--- src/rtl/cdce_spi_arbiter.sv ---
// cdce_spi_arbiter: shares the CDCE62005 SPI engine between the DSP
// register bridge (req0) and the monitor/lock poller (req1), round-robin.
module cdce_spi_arbiter #(
    parameter int unsigned START_HOLD   = 3,
    parameter logic [19:0] BUSY_TIMEOUT = 20'd64,
    parameter logic [19:0] DONE_TIMEOUT = 20'd200000
) (
    input  logic        FPGA_48MHz,
    input  logic        FPGA_rst,
    input  logic        req0_valid,
    input  logic [31:0] req0_wdata,
    output logic        req0_ack,
    output logic        req0_done,
    output logic        req0_err,
    input  logic        req1_valid,
    input  logic [31:0] req1_wdata,
    output logic        req1_ack,
    output logic        req1_done,
    output logic        req1_err,
    output logic [31:0] rdata,
    output logic        eng_start,
    output logic [31:0] eng_wdata,
    input  logic        eng_busy,
    input  logic [31:0] eng_rdata,
    output logic        arb_busy,
    output logic        grant_id
);

    localparam logic [7:0] HOLD = 8'(START_HOLD);

    typedef enum logic [2:0] {
        IDLE,
        ISSUE,
        WAIT_BUSY,
        WAIT_DONE,
        COMPLETE
    } state_t;

    state_t      state;
    logic [1:0]  idle_cnt;
    logic [19:0] timer;
    logic [19:0] timer_nxt;
    logic [7:0]  hold_cnt;
    logic        any_valid;
    logic        pick;
    logic        fin;
    logic        fin_err;

    assign arb_busy = (state != IDLE);

    // Requester selection and frame-completion decode
    always_comb begin
        any_valid = req0_valid | req1_valid;
        pick      = 1'b0;
        fin       = 1'b0;
        fin_err   = 1'b0;
        timer_nxt = (&timer) ? timer : timer + 20'd1;
        if (req0_valid && req1_valid) begin
            pick = ~grant_id;
        end else if (req1_valid) begin
            pick = 1'b1;
        end
        if (state == WAIT_BUSY && !eng_busy && timer >= BUSY_TIMEOUT) begin
            fin     = 1'b1;
            fin_err = 1'b1;
        end
        if (state == WAIT_DONE) begin
            if (!eng_busy) begin
                fin = 1'b1;
            end else if (timer >= DONE_TIMEOUT) begin
                fin     = 1'b1;
                fin_err = 1'b1;
            end
        end
    end

    // Arbitration FSM with registered handshake and engine outputs
    always_ff @(posedge FPGA_48MHz or negedge FPGA_rst) begin
        if (!FPGA_rst) begin
            state     <= IDLE;
            idle_cnt  <= 2'd0;
            timer     <= 20'd0;
            hold_cnt  <= 8'd0;
            eng_start <= 1'b0;
            eng_wdata <= 32'd0;
            rdata     <= 32'd0;
            grant_id  <= 1'b1;
            req0_ack  <= 1'b0;
            req0_done <= 1'b0;
            req0_err  <= 1'b0;
            req1_ack  <= 1'b0;
            req1_done <= 1'b0;
            req1_err  <= 1'b0;
        end else begin
            req0_ack  <= 1'b0;
            req0_done <= 1'b0;
            req0_err  <= 1'b0;
            req1_ack  <= 1'b0;
            req1_done <= 1'b0;
            req1_err  <= 1'b0;
            unique case (state)
                IDLE: begin
                    if (eng_busy) begin
                        idle_cnt <= 2'd0;
                    end else if (idle_cnt != 2'd2) begin
                        idle_cnt <= idle_cnt + 2'd1;
                    end
                    if (idle_cnt == 2'd2 && any_valid) begin
                        idle_cnt  <= 2'd0;
                        hold_cnt  <= 8'd0;
                        grant_id  <= pick;
                        eng_wdata <= pick ? req1_wdata : req0_wdata;
                        req0_ack  <= ~pick;
                        req1_ack  <= pick;
                        state     <= ISSUE;
                    end
                end
                ISSUE: begin
                    if (hold_cnt == HOLD) begin
                        eng_start <= 1'b0;
                        timer     <= 20'd0;
                        state     <= WAIT_BUSY;
                    end else begin
                        eng_start <= 1'b1;
                        hold_cnt  <= hold_cnt + 8'd1;
                    end
                end
                WAIT_BUSY: begin
                    if (eng_busy) begin
                        timer <= 20'd0;
                        state <= WAIT_DONE;
                    end else if (!fin) begin
                        timer <= timer_nxt;
                    end
                end
                WAIT_DONE: begin
                    if (!fin) begin
                        timer <= timer_nxt;
                    end
                end
                COMPLETE: begin
                    idle_cnt <= 2'd0;
                    state    <= IDLE;
                end
                default: state <= IDLE;
            endcase
            if (fin) begin
                rdata     <= eng_rdata;
                req0_done <= ~grant_id;
                req0_err  <= ~grant_id & fin_err;
                req1_done <= grant_id;
                req1_err  <= grant_id & fin_err;
                state     <= COMPLETE;
            end
        end
    end

endmodule
--- config.mk ---
export PLATFORM = sky130hd
export DESIGN_NAME = cdce_spi_arbiter
export DESIGN_NICKNAME = d
export VERILOG_FILES = /design/src/rtl/cdce_spi_arbiter.sv
export SDC_FILE = /design/constraint.sdc
export NUM_CORES = 1
export LEC_CHECK = 0
export CAP_MARGIN = 20
export CORE_ASPECT_RATIO = 0.75
export CORE_MARGIN = 8
export CORE_UTILIZATION = 45
export CTS_CLUSTER_DIAMETER = 30
export DETAILED_ROUTE_END_ITERATION = 8
export MAX_ROUTING_LAYER = met4
export PLACE_DENSITY_LB_ADDON = 0.08
export SKIP_CTS_REPAIR_TIMING = 1
export SLEW_MARGIN = 20
export SYNTH_ARGS = -nofsm -noshare
export SYNTH_HDL_FRONTEND = slang
export SYNTH_SLANG_ARGS = --single-unit
--- constraint.sdc ---
create_clock -name FPGA_48MHz -period 2.85 [get_ports FPGA_48MHz]
set_input_delay 0.285 -clock FPGA_48MHz [delete_from_list [all_inputs] [get_ports FPGA_48MHz]]
set_output_delay 0.285 -clock FPGA_48MHz [all_outputs]
set_load 0.005 [all_outputs]
==> impl_metrics.ini <==
[die]
start_util = 0.4618
io_pins = 174
coreArea_sq_mm = 0.01025
dieArea_sq_mm = 0.01409
rows = 32
die_h_microns = 104.8
die_x_microns = 134.4

[timing]
finalSetupViolations = 0
period_minus_slack_ps = 2549
maxSlewHeadroom = 0.5886
finalMaxSlewViolations = 0
whs_ps = 478.6
post-route-period-util = 0.8944
max_slew.worst_pin.slew_ps = 601.6
fmaxAchievable_mhz = 392.3
skew_ps = 8.397
hold_viol_final = 0
rsz0062_at_grt = false
fin_tns_setup_ps = 0

[routing]
post_drt_wl_per_cell_microns = 17.79
wirelength_microns = 13340
drtAntennaViolNets = 0
vias = 3955
dr.pass1.iters = 4
drt_iter0_markers = 237
vias_per_cell = 5.273
drcViolationCount = 0

[power_and_ir_drop]
clock_power_share = 0.190
switching_share = 0.3205
peakVddDrop_v = 0.0005861
p_seq_frac = 0.404
intPower_w = 0.004258
p_per_area_mw_per_mm2 = 903.8
combPwrFrac = 0.406
p_leak_nw = 2.968
p_sw_w = 0.002009

[cts]
clock_latency_ps = 340
clkTransAtPathRegs_ps = 70
cts.sinks = 105
cts_tree = built
cts_max_level = 3
clockBufferDepth = 2
cts_root_buffer = clkbuf_16
cts_buffers = 9

[synth]
ys_seq_area_frac = 0.5554
syn_avg_cell_area_sq_um = 10.81
synthArstFlopShare = 1.000
yosys_warnings = 0
synthTopCellsByArea = dfrtp_1 55%, mux2_2 7.6%, mux2i_1 7.2%
syn_nets = 543
netlist_instances = 438
yosysUniqueCellTypes = 39
yosysTopAreaCellShare = 0.5498
ys_ff_latch = 105
netlist_area_sq_mm = 0.004733
synth_edf_count = 0
synth_largest_area_cell = dfrtp_1
synth_ff_type = dfrtp_1

[cells_and_area]
area_growth_syn_to_layout_pct = 46.50
fin_cells = 750
multi_input_area_sq_mm = 0.001968
n_fill_cell = 841
drive_gt1_frac = 0.1059
diodes = 0
final_nets = 714
register_area_sq_mm = 0.002629

[worst_setup_path]
cp.required_ps = 3110
crit_path_end_kind = flop
worst_path_max_delay_cell = or4_1
worstPathArrival_ps = 2810
r2r_cells = 8
path_max_fanout = 22
worstSetupStartpoint = state[2]$_DFFE_PN0P_
path_depth = 8
r2r-end = timer[2]$_DFFE_PN0P_
cp_top_family = simple AND/OR/NAND/NOR gates
timing.rr.start = state[2]$_DFFE_PN0P_
worst-path-buf-inv = 2
worstSetupPathType = flop to flop
cp_cell_sequence = nand2b_2, or4_1, nor3_2, or2_1, inv_2, buf_4, or3_1, a21oi_1
r2r_slack_ps = 300
cpPeakStageDelay_ps = 500
cp-start-kind = flop

[global_routing]
overflow = 0
grt_usage = 0.1927
grt_pass1_wl_microns = 21130
grt_max_degree = 69
grt_pass1_vias = 3908
antenna_found_initial = 0

[place]
globalplace.congestion = 0.8752
hpwl_microns = 10430
place_inst = 733
port_buffers = 173

[run]
max_cap_violations = 0

[status]
run_status = finished clean

[hold_path]
hp-class = input port to asynchronous set/reset pin
==> registers in the layout, summed over array words and instances (netlist names) <==
| name | flops |
|---|---|
| rdata | 32 |
| req0_err | 1 |
| req1_done | 1 |
| grant_id | 1 |
| req0_ack | 1 |
| idle_cnt | 2 |
| eng_start | 1 |
| hold_cnt | 8 |
| req0_done | 1 |
| req1_err | 1 |
| state | 3 |
| eng_wdata | 32 |
| req1_ack | 1 |
| timer | 20 |
==> power groups by stage <==
stage | logic [W] | registers, W | clock network, W
global placement | 0.00251 | 0.00253 | 0
detailed placement | 0.00258 | 0.00256 | 0
finish | 0.00254 | 0.00253 | 0.00119
global route | 0.00279 | 0.00263 | 0.00129
floorplan | 0.00105 | 0.00253 | 0
CTS | 0.00259 | 0.00253 | 0.00123
==> worst max path at each step <==
stage / end / slack [ps]
3_3_place_gp: timer[11]$_DFFE_PN0P_ / 170
3_5_place_dp: timer[2]$_DFFE_PN0P_ / 80
6_report: timer[2]$_DFFE_PN0P_ / 300
4_1_cts: timer[2]$_DFFE_PN0P_ / 350
5_1_grt: timer[11]$_DFFE_PN0P_ / 190
2_1_floorplan: timer[4]$_DFFE_PN0P_ / 490
==> per-layer routing <==
| metal | vias up | track usage | wire, microns |
|---|---|---|---|
| met3 | 6 | 0.05455 | 959 |
| met2 | 126 | 0.3078 | 6414 |
| met4 | 0 | 0.04157 | 102 |
| met1 | 1918 | 0.2390 | 5867 |
| li1 | 1905 | - | - |
| met5 | - | - | 0 |
==> placed cells by master, fill, tap and decap left out, types with 13 or more instances in the layout <==
| cell | instances |
|---|---|
| a21oi_1 | 16 |
| nor2_1 | 21 |
| mux2_2 | 32 |
| clkdlybuf4s50_1 | 172 |
| nand4_1 | 13 |
| nand3_1 | 13 |
| o21ai_0 | 52 |
| nand2_1 | 46 |
| dfrtp_1 | 104 |
| or3_1 | 15 |
| mux2i_1 | 34 |
==> per-stage QoR <==
stage | setup slack [ps] | utilization | cell area, sq um | total power, W
after CTS | 348.8 | 0.6755 | 6924 | 0.006356
after detailed placement | 84.93 | 0.6472 | 6634 | 0.005141
after global placement | 165.6 | 0.6472 | 6634 | 0.005042
after floorplan | 485.1 | - | 4733 | 0.003573
final | 300.9 | 0.6765 | 6934 | 0.006267
after global routing | 188.6 | 0.6765 | 6934 | 0.006702
==> synth_stat cells, types with 5 or more instances <==
| master | number |
|---|---|
| nand4_1 | 13 |
| nor2_1 | 21 |
| xor2_1 | 6 |
| clkbuf_1 | 18 |
| nand2_1 | 46 |
| nor3_1 | 6 |
| mux2_2 | 32 |
| o21ai_0 | 52 |
| mux2i_1 | 34 |
| inv_1 | 9 |
| a21oi_1 | 16 |
| nor4_1 | 6 |
| nand3_1 | 13 |
| dfrtp_1 | 104 |
| and3_1 | 5 |
| or3_1 | 15 |
==> cells by family (layout without fill, tap and decap cells) <==
kind of cell | count (synthesis) | count (layout) | share of synthesized area
compound gates | 83 | 83 | 0.09622
fa+ha+maj | 4 | 4 | 0.01057
flops | 105 | 105 | 0.5554
buf+inv | 34 | 210 | 0.03119
mux | 66 | 66 | 0.1480
xor+xnor | 6 | 6 | 0.01110
simple gates | 140 | 140 | 0.1475
==> cell type report <==
type,instances,area share
Inverter,10,0.005413
Clock buffer,11,0.03501
Sequential cell,105,0.3791
Timing Repair Buffer,184,0.2652
Clock inverter,5,0.006857
Tap cell,136,0.02454
Multi-Input combinational cell,299,0.2838
Note: power is estimated with default switching activity, not from simulation.
